$ cat src/rtl/flash_pkg.sv
// flash_pkg: encodings, state/primitive types and the per-command bus sequence table for flash_ctrl
package flash_pkg;
   typedef enum logic [1:0] {OP_READ = 2'd0, OP_PROG = 2'd1, OP_ERASE = 2'd2, OP_STATUS = 2'd3} op_cmd_e;
   localparam logic [7:0] FC_PROG    = 8'h40;
   localparam logic [7:0] FC_ERASE   = 8'h20;
   localparam logic [7:0] FC_CONFIRM = 8'hD0;
   localparam logic [7:0] FC_RDSR    = 8'h70;
   localparam logic [7:0] FC_CLRSR   = 8'h50;
   localparam logic [7:0] FC_RDARR   = 8'hFF;
   localparam int SR_BLS  = 1;
   localparam int SR_VPPS = 3;
   localparam int SR_PS   = 4;
   localparam int SR_ES   = 5;
   localparam int SR_WSMS = 7;
   typedef enum logic [3:0] {INIT, IDLE, W_SETUP, W_STROBE, W_HOLD, R_STROBE, R_RECOV, STS_WAIT, RESP} state_e;
   typedef enum logic [1:0] {P_WR, P_RD, P_WAIT, P_END} prim_e;
   typedef struct packed {
      prim_e      kind;
      logic [7:0] cb;
      logic       use_wd;
   } prim_t;
   // Step of the closing read-array write in PROGRAM/ERASE; reused by INIT and by the STS timeout.
   localparam logic [2:0] STEP_RDARR = 3'd6;
   function automatic prim_t seq_prim(input op_cmd_e cmd, input logic [2:0] step);
      prim_t p;
      p = '{P_END, 8'h00, 1'b0};
      case (cmd)
         OP_READ: if (step == 3'd0) p.kind = P_RD;
         OP_STATUS:
            case (step)
               3'd0: p = '{P_WR, FC_RDSR, 1'b0};
               3'd1: p.kind = P_RD;
               3'd2: p = '{P_WR, FC_RDARR, 1'b0};
               default: ;
            endcase
         default:
            case (step)
               3'd0: p = '{P_WR, (cmd == OP_PROG) ? FC_PROG : FC_ERASE, 1'b0};
               3'd1: p = '{P_WR, FC_CONFIRM, cmd == OP_PROG};
               3'd2: p.kind = P_WAIT;
               3'd3: p = '{P_WR, FC_RDSR, 1'b0};
               3'd4: p.kind = P_RD;
               3'd5: p = '{P_WR, FC_CLRSR, 1'b0};
               3'd6: p = '{P_WR, FC_RDARR, 1'b0};
               default: ;
            endcase
      endcase
      return p;
   endfunction
endpackage

$ cat src/rtl/flash_wait_counter.sv
// flash_wait_counter: loadable down-counter, done while the count is zero
// Ports: CLK_50MHZ/RST clock and sync reset; load/load_val preset; done when expired.
module flash_wait_counter #(
   parameter int W = 24
) (
   input  logic         CLK_50MHZ,
   input  logic         RST,
   input  logic         load,
   input  logic [W-1:0] load_val,
   output logic         done
);
   logic [W-1:0] cnt;
   always_ff @(posedge CLK_50MHZ) begin
      if (RST) cnt <= '0;
      else if (load) cnt <= load_val;
      else if (cnt != '0) cnt <= cnt - 1'b1;
   end
   assign done = (cnt == '0);
endmodule

$ cat src/rtl/flash_ctrl.sv
// flash_ctrl: single-operation controller for parallel NOR flash (Intel command set)
// Ports: op_* request (valid/ready), rsp_* one-cycle response, NF_* registered flash pins
// (NF_D_O/NF_D_OE/NF_D_I feed the top-level tristate), NF_STS ready/busy input.
module flash_ctrl
   import flash_pkg::*;
#(
   parameter int ADDR_W = 24,
   parameter int DATA_W = 8,
   parameter int T_ACC  = 6,
   parameter int T_WP   = 4,
   parameter int T_TMO  = (1 << 24) - 1
) (
   input  logic              CLK_50MHZ,
   input  logic              RST,
   input  logic              op_valid,
   output logic              op_ready,
   input  logic [1:0]        op_cmd,
   input  logic [ADDR_W-1:0] op_addr,
   input  logic [DATA_W-1:0] op_wdata,
   output logic              rsp_valid,
   output logic [DATA_W-1:0] rsp_rdata,
   output logic              rsp_err,
   output logic [ADDR_W-1:0] NF_A,
   output logic [DATA_W-1:0] NF_D_O,
   output logic              NF_D_OE,
   input  logic [DATA_W-1:0] NF_D_I,
   output logic              NF_CE,
   output logic              NF_OE,
   output logic              NF_WE,
   output logic              NF_RP,
   output logic              NF_BYTE,
   output logic              NF_WP,
   input  logic              NF_STS
);
   localparam int CW = $clog2(T_TMO + 1);
   state_e            state, nxt;
   op_cmd_e           cmd_r, sel_cmd;
   logic [2:0]        step_r, idx;
   logic              init_r, err_r, go, tmo, accept, sts_q1, sts_q2;
   logic              cnt_load, cnt_done;
   logic [CW-1:0]     cnt_val;
   logic [ADDR_W-1:0] addr_r;
   logic [DATA_W-1:0] wd_r, data_r, sel_wd;
   prim_t             prim;
   assign NF_RP   = 1'b1;
   assign NF_WP   = 1'b0;
   assign NF_BYTE = (DATA_W == 16);
   assign accept  = (state == IDLE) && op_valid;
   assign sel_wd  = (state == IDLE) ? op_wdata : wd_r;
   // go: the current primitive has finished, launch the one selected by idx.
   // R_RECOV doubles as the CE-high gap after every read or write primitive.
   always_comb begin
      nxt     = state;
      go      = 1'b0;
      tmo     = 1'b0;
      sel_cmd = cmd_r;
      idx     = step_r;
      case (state)
         INIT: begin
            go      = 1'b1;
            sel_cmd = OP_PROG;
            idx     = STEP_RDARR;
         end
         IDLE: begin
            go      = op_valid;
            sel_cmd = op_cmd_e'(op_cmd);
            idx     = 3'd0;
         end
         W_SETUP:  nxt = W_STROBE;
         W_STROBE: nxt = cnt_done ? W_HOLD : W_STROBE;
         W_HOLD:   nxt = R_RECOV;
         R_STROBE: nxt = cnt_done ? R_RECOV : R_STROBE;
         R_RECOV:  go = 1'b1;
         STS_WAIT: begin
            go  = sts_q2 | cnt_done;
            tmo = !sts_q2 && cnt_done;
            idx = tmo ? STEP_RDARR : step_r;
         end
         RESP:     nxt = IDLE;
         default:  nxt = INIT;
      endcase
      prim = seq_prim(sel_cmd, idx);
      if (go)
         nxt = (prim.kind == P_WR) ? W_SETUP :
               (prim.kind == P_RD) ? R_STROBE :
               (prim.kind == P_WAIT) ? STS_WAIT :
               init_r ? IDLE : RESP;
   end
   assign cnt_load = (state == W_SETUP) || (go && (prim.kind == P_RD || prim.kind == P_WAIT));
   assign cnt_val  = (state == W_SETUP) ? CW'(T_WP - 1) :
                     (prim.kind == P_RD) ? CW'(T_ACC - 1) : CW'(T_TMO - 1);
   flash_wait_counter #(.W(CW)) u_wait (
      .CLK_50MHZ (CLK_50MHZ),
      .RST       (RST),
      .load      (cnt_load),
      .load_val  (cnt_val),
      .done      (cnt_done)
   );
   // Pin outputs are registered from the next state so they change on the same edge as the FSM.
   always_ff @(posedge CLK_50MHZ) begin
      if (RST) begin
         state     <= INIT;
         step_r    <= '0;
         init_r    <= 1'b1;
         cmd_r     <= OP_READ;
         addr_r    <= '0;
         wd_r      <= '0;
         data_r    <= '0;
         err_r     <= 1'b0;
         sts_q1    <= 1'b0;
         sts_q2    <= 1'b0;
         NF_A      <= '0;
         NF_D_O    <= '0;
         NF_D_OE   <= 1'b0;
         NF_CE     <= 1'b1;
         NF_OE     <= 1'b1;
         NF_WE     <= 1'b1;
         op_ready  <= 1'b0;
         rsp_valid <= 1'b0;
         rsp_rdata <= '0;
         rsp_err   <= 1'b0;
      end else begin
         state  <= nxt;
         sts_q1 <= NF_STS;
         sts_q2 <= sts_q1;
         if (accept) begin
            cmd_r  <= op_cmd_e'(op_cmd);
            addr_r <= op_addr;
            wd_r   <= op_wdata;
            err_r  <= 1'b0;
         end
         if (go) step_r <= idx + 3'd1;
         if (go && prim.kind == P_WR) NF_D_O <= prim.use_wd ? sel_wd : DATA_W'(prim.cb);
         if (go && prim.kind == P_END) init_r <= 1'b0;
         if (state == R_STROBE && cnt_done) begin
            data_r <= NF_D_I;
            err_r  <= (cmd_r == OP_PROG || cmd_r == OP_ERASE) &&
                      |{NF_D_I[SR_ES], NF_D_I[SR_PS], NF_D_I[SR_VPPS], NF_D_I[SR_BLS]};
         end
         if (tmo) begin
            err_r  <= 1'b1;
            data_r <= '0;
         end
         NF_A      <= accept ? op_addr : addr_r;
         NF_CE     <= !(nxt inside {W_SETUP, W_STROBE, W_HOLD, R_STROBE});
         NF_OE     <= (nxt != R_STROBE);
         NF_WE     <= (nxt != W_STROBE);
         NF_D_OE   <= (nxt inside {W_SETUP, W_STROBE, W_HOLD});
         op_ready  <= (nxt == IDLE);
         rsp_valid <= (nxt == RESP);
         if (nxt == RESP) begin
            rsp_rdata <= data_r;
            rsp_err   <= err_r;
         end
      end
   end
endmodule

$ cat config.mk
export PLATFORM = sky130hd
export DESIGN_NAME = flash_ctrl
export DESIGN_NICKNAME = d
export VERILOG_FILES = /design/src/rtl/flash_pkg.sv /design/src/rtl/flash_wait_counter.sv /design/src/rtl/flash_ctrl.sv
export SDC_FILE = /design/constraint.sdc
export NUM_CORES = 1
export LEC_CHECK = 0
export ABC_AREA = 1
export BUFFER_PORTS_ARGS = -buffer_cell sky130_fd_sc_hd__buf_2
export CAP_MARGIN = 20
export CORE_MARGIN = 4
export CORE_UTILIZATION = 50
export CTS_CLUSTER_SIZE = 16
export DETAILED_ROUTE_END_ITERATION = 6
export HOLD_SLACK_MARGIN = 0.03
export PLACE_DENSITY_LB_ADDON = 0.2
export SLEW_MARGIN = 20
export SYNTH_ARGS = -nofsm -noshare
export SYNTH_HDL_FRONTEND = slang
export SYNTH_SLANG_ARGS = --single-unit
$ cat constraint.sdc
create_clock -name CLK_50MHZ -period 10.28 [get_ports CLK_50MHZ]
set_input_delay 0.514 -clock CLK_50MHZ [delete_from_list [all_inputs] [get_ports CLK_50MHZ]]
set_output_delay 0.514 -clock CLK_50MHZ [all_outputs]
set_load 0.005 [all_outputs]
After elaboration in Yosys (flattened, before gate mapping)
Index checks and enable logic that the tools add are counted.
{"block": "op_classes", "n_addsub": 2, "eq_ne": 29, "mux": 30, "bitwise": 1, "n_reduce_logical": 28}
{"cell": "two-way mux 24 bit", "count": 4}
{"cell": "one-hot mux 9 bit (5 select lines)", "count": 1}
{"cell": "one-hot mux 9 bit (2 select lines)", "count": 2}
{"cell": "== test 4 x 3 -> 1 bit, second input constant", "count": 6}
{"cell": "logical NOT 24 bit", "count": 1}
{"cell": "one-hot mux 4 bit (6 select lines)", "count": 1}
{"cell": "nonzero test 24 bit", "count": 1}
{"cell": "subtractor 24 x 1 -> 24 bit, second input constant", "count": 1}
{"cell": "two-way mux 4 bit", "count": 5}
{"cell": "== test 4 x 2 -> 1 bit, second input constant", "count": 4}
{"cell": "two-way mux 8 bit", "count": 2}
{"cell": "one-hot mux 2 bit (2 select lines)", "count": 3}
{"cell": "== test 3 bit, second input constant", "count": 3}
{"cell": "one-hot mux 3 bit (3 select lines)", "count": 1}
{"cell": "== test 2 bit, second input constant", "count": 4}
{"cell": "== test 4 x 1 -> 1 bit, second input constant", "count": 2}
{"cell": "== test 4 bit, second input constant", "count": 2}
{"cell": "OR reduction 4 bit", "count": 2}
{"cell": "logical AND 1 bit", "count": 7}
{"cell": "two-way mux 7 bit", "count": 1}
{"cell": "== test 2 x 1 -> 1 bit, second input constant", "count": 3}
{"cell": "== test 3 x 2 -> 1 bit, second input constant", "count": 2}
{"cell": "two-way mux 3 bit", "count": 2}
{"cell": "one-hot mux 2 bit (3 select lines)", "count": 1}
{"cell": "other kinds (18)", "count": 29}
{"block": "word_totals", "ff_bits": 100, "in_bits": 46, "out_inout_bits": 50, "word_cells": 110}

Depth between registers and ports, before layout
{"block": "depth", "word_depth": 16, "depth_mapped": 27, "ltp_nobuf": 27}

By module
From an unflattened synthesis, not the netlist that was laid out.
{"block": "unflattened", "cells_unflattened": 757, "area_unflattened_um2": 5416.4}
{"mod": "flash_ctrl", "n_inst": 1, "cells_each": 480, "area_each_um2": 3642.2, "seq_area_each_um2": 1521.5}
{"mod": "flash_wait_counter", "n_inst": 1, "cells_each": 277, "area_each_um2": 1774.2, "seq_area_each_um2": 480.5}

Worst setup path before layout
No wires, ideal clock.
{"block": "synth_path", "path_type": "register to register", "startpoint": "register state[0]", "endpoint": "register u_wait.cnt[10]", "setup_time_ps": 70, "arrival_ps": 3265, "required_ps": 10210, "path_slack_ps": 6945, "path_stages_with_launch": 24, "n_path_buf": 3, "period_less_slack_ps": 3335, "cell_sequence": "dfxtp_1 inv_1 nor2_1 inv_2 nor2_2 clkbuf_1 clkinv_1 o22ai_1 inv_1 ha_1 buf_2 inv_1 nand3_2 nand2_2 inv_1 ha_1 nand2_1 inv_2 nor2_2 nand2_1 nand2_1 inv_2 buf_4 a21oi_1"}
{"block": "synth_via", "elab_chain_cells": 11}
{"element": "start: declaration", "line": "flash_ctrl.sv:36", "rtl": "state_e state, nxt;"}
{"element": "start signal: assignment", "line": "flash_ctrl.sv:123", "rtl": "state <= nxt;"}
{"element": "== test 4 x 3 -> 1 bit (tied with other cells)", "line": "flash_ctrl.sv:58", "rtl": "case (state)"}
{"element": "one-hot mux 3 bit (3 select lines)", "line": "flash_ctrl.sv:58"}
{"element": "== test 3 bit (tied with other cells)", "line": "flash_pkg.sv:37", "rtl": "case (step)"}
{"element": "OR reduction 5 bit (no line) / OR reduction 2 bit (equally long branches)"}
{"element": "one-hot mux 2 bit (3 select lines) / one-hot mux 2 bit (2 select lines) (equally long branches)", "line": "flash_pkg.sv:37, flash_pkg.sv:30"}
{"element": "one-hot mux 2 bit (2 select lines)", "line": "flash_pkg.sv:27", "rtl": "case (cmd)"}
{"element": "== test 2 x 1 -> 1 bit / == test 2 bit (equally long branches)", "line": "flash_ctrl.sv:89, flash_ctrl.sv:91"}
{"element": "logical OR 1 bit", "line": "flash_ctrl.sv:89", "rtl": "assign cnt_load = (state == W_SETUP) || (go && (prim.kind == P_RD || prim.kind == P_WAIT));"}
{"element": "logical AND 1 bit", "line": "flash_ctrl.sv:89"}
{"element": "logical OR 1 bit", "line": "flash_ctrl.sv:89"}
{"element": "two-way mux 24 bit / nonzero test 2 bit (equally long branches)"}
{"element": "end signal: assignment", "line": "flash_wait_counter.sv:15", "rtl": "else if (load) cnt <= load_val;"}
{"element": "end signal: assignment", "line": "flash_wait_counter.sv:16", "rtl": "else if (cnt != '0) cnt <= cnt - 1'b1;"}
{"element": "end: declaration", "line": "flash_wait_counter.sv:12", "rtl": "logic [W-1:0] cnt;"}
Parallel ways exist; a longest one is shown, timed or not.
A chain may end at the register's enable or synchronous reset.

Worst setup path in the final report
{"block": "layout_path", "startpoint": "register state[0]", "endpoint": "register u_wait.cnt[15]"}
The elaborated chain is that of the path after synthesis.

==> results.yml <==
placement:
  gp_congestion: 0.873
  portBuffers: 92
  dp_hpwl_mm: 8.65
  post-place-ws_ns: 5.51
grt:
  antenna_found_initial: 0
  grt_pass1_wl_mm: 19.4
  grt-ovfl-total: 0
  grt_start_max_net_pins: 45
  grt_use_total: 0.200
  grt_pass1_vias: 4354
routing:
  wire_per_inst_um: 12.8
  first_iter_violations: 248
  first_pass_iters: 5
  drc: 0
  vias: 4569
  via_per_inst: 5.02
  drt_wl_total_mm: 11.6
  ant_nets: 0
synth:
  syn_avg_cell_area_um2: 7.40
  ys.flop_type: "dfxtp_1"
  post_synth_instance_area_um2: 5140
  synthDistinctLibCells: 50
  ys_seq_area_frac: 0.389
  synthArstFlopShare: 0
  synth_edf_count: 0
  syn_inst: 695
  ys_seq_elements: 100
  ys_warn_count: 0
final_layout:
  final_util: 0.589
  layout.nets: 832
  syn_to_final_growth_pct: 13.5
  n_antenna_cell: 0
  fillCellCount: 945
  layout-drive-gt1-share: 0.256
clock_network:
  clk_pin_slew_ns: 0.11
  cts_max_path_buffers: 2
  cts_tree: "done"
  cts-root-buf: "clkbuf_8"
  cts_resized: 0
  worstSkewPairLatency_ns: 0.37
  postCtsSetupBuffers: 0
  clkSinkCount: 100
  cts_buffers: 9
  cts_hold_buf: 0
  cts_max_level: 3
sta:
  timing.hold.ws_ns: 0.345
  finalCriticalPeriod_ns: 4.83
  max_freq_mhz: 207
  finalSetupViolCount: 0
  fin_skew_ns: 0.0147
  hold_viol: 0
  post-route-period-util: 0.470
  rsz0062_at_grt: "false"
  fin_ws_ns: 5.45
  tightest_slew_ns: 0.895
  slew_violations: 0
  slew_headroom: 0.403
  setup-tns-final_ns: 0
floorplanning:
  fp.dieH_um: 109
  dieArea_um2: 12000
  ios: 96
  fp.dieW_um: 109
  initial_core_util: 0.519
  row_count: 36
  core_um2: 9910
critical_path:
  critical_path_arrival_ns: 5.06
  start_kind: "flop"
  crit_path_max_fanout: 23
  worstSetupPathType: "reg -> reg"
  r2r.worst_path.cells: 19
  end_kind: "flop"
  cp.required_ns: 10.51
hold_path:
  hold_class: "in -> reg"
  whs_path_depth: 3
power:
  p_leak_nw: 2.67
  ir_worst_vdd_mv: 0.179
  p_per_area_nw_per_um2: 340
status:
  status: "finished clean"
flow_run:
  cap_violations: 0
==> synth_stat cells, types with 2 or more instances <==
master / instances / area [um2]
o21ai_1: 4 / 20.0
a31oi_1: 3 / 18.8
conb_1: 2 / 7.51
xnor2_1: 5 / 43.8
nand3_2: 9 / 90.1
nand2_1: 159 / 597
nor2_1: 50 / 188
ha_1: 13 / 163
o22ai_1: 3 / 18.8
o211ai_1: 6 / 45.0
nor2_2: 19 / 119
a211oi_1: 4 / 30.0
buf_2: 4 / 20.0
nand3_1: 15 / 75.1
or2_2: 5 / 31.3
nand2_2: 12 / 75.1
nand2_4: 5 / 56.3
nor3_1: 11 / 55.1
o21ai_0: 28 / 140
clkbuf_1: 16 / 60.1
dfxtp_1: 100 / 2000
xor2_1: 10 / 87.6
buf_4: 5 / 37.5
inv_2: 18 / 67.6
nor4_1: 2 / 12.5
nor2_4: 8 / 90.1
nand3_4: 4 / 70.1
inv_1: 62 / 233
nand4_1: 16 / 100
a21oi_1: 76 / 380
a21oi_2: 2 / 17.5
==> path summary, 6_finish.rpt <==
check,endpoint,startpoint,slack [ns]
setup reg to reg,u_wait.cnt[15]$_SDFFE_PP0P_,state[0]$_SDFF_PP0_,5.45
setup / recovery,u_wait.cnt[15]$_SDFFE_PP0P_,state[0]$_SDFF_PP0_,5.45
hold / removal,sts_q1$_SDFF_PP0_,NF_STS,0.35
hold reg to reg,sts_q2$_SDFF_PP0_,sts_q1$_SDFF_PP0_,0.43
==> area by class of cell <==
class,instances,area (um2),share of cell area
multi-input combinational,486,2690,0.461
sequential,100,2000,0.343
timing repair buffer,93,468,0.0802
tap,133,166,0.0285
clock buffer,9,124,0.0212
clock inverter,7,66.3,0.0114
inverter,83,319,0.0547
==> metrics by stage <==
step	cells	power [mW]	cell area [um2]
finish	911	1.98	5840
global placement	895	1.70	5650
global route	911	2.17	5840
CTS	911	1.99	5840
floorplan	696	1.53	5140
detailed placement	895	1.74	5650
==> logic make-up after synthesis <==
kind of cell | after synthesis | share of synthesized area
simple gates | 322 | 0.321
compound gates | 133 | 0.143
buf+inv | 110 | 0.0879
flops | 100 | 0.389
xor+xnor | 15 | 0.0256
fa+ha+maj | 13 | 0.0316
other cells | 2 | 0.00146
==> layer usage <==
layer  wire [um]  global-route usage
met1        5200               0.246
met2        5610               0.348
met3         620              0.0376
met4         200              0.0748
met5           0                   0
==> power by group <==
part	total (mW)	internal, mW	switching (mW)
registers	0.530	0.475	0.0551
clock network	0.245	0.0936	0.151
logic	1.21	0.388	0.822
total	1.98	0.957	1.03
==> flip-flops by register name, summed over array words and instances (netlist names), 2 cells and up <==
name        cells
NF_D_O          8
addr_r         24
cmd_r           2
data_r          8
rsp_rdata       8
state           4
step_r          3
u_wait.cnt     24
wd_r            8
==> cells in the final DEF, fill, tap and decap left out, types with 5 or more instances in the layout <==
cell type and count:
a21oi_1 76, buf_2 92, clkbuf_8 9, dfxtp_1 100, ha_1 13, inv_1 62, inv_2 18, nand2_1 159
nand2_2 12, nand2_4 5, nand3_1 15, nand3_2 9, nand4_1 16, nor2_1 50, nor2_2 19, nor2_4 8
nor3_1 11, o211ai_1 6, o21ai_0 28, or2_2 5, xnor2_1 5, xor2_1 10
==> critical path, cell delays in order (launching register included) <==
cell	delay [ns]
dfxtp_1	0.40
inv_1	0.09
nor2_1	0.11
inv_2	0.06
nor2_2	0.30
clkinv_1	0.31
o22ai_1	0.25
inv_1	0.09
ha_1	0.44
a21oi_1	0.22
nand2_2	0.09
nand2_4	0.10
inv_1	0.07
ha_1	0.31
nand2_1	0.11
inv_2	0.07
nor2_2	0.68
nand2_1	0.26
nand2_1	0.63
a21oi_1	0.10
Power figures use the tool's default switching activity.
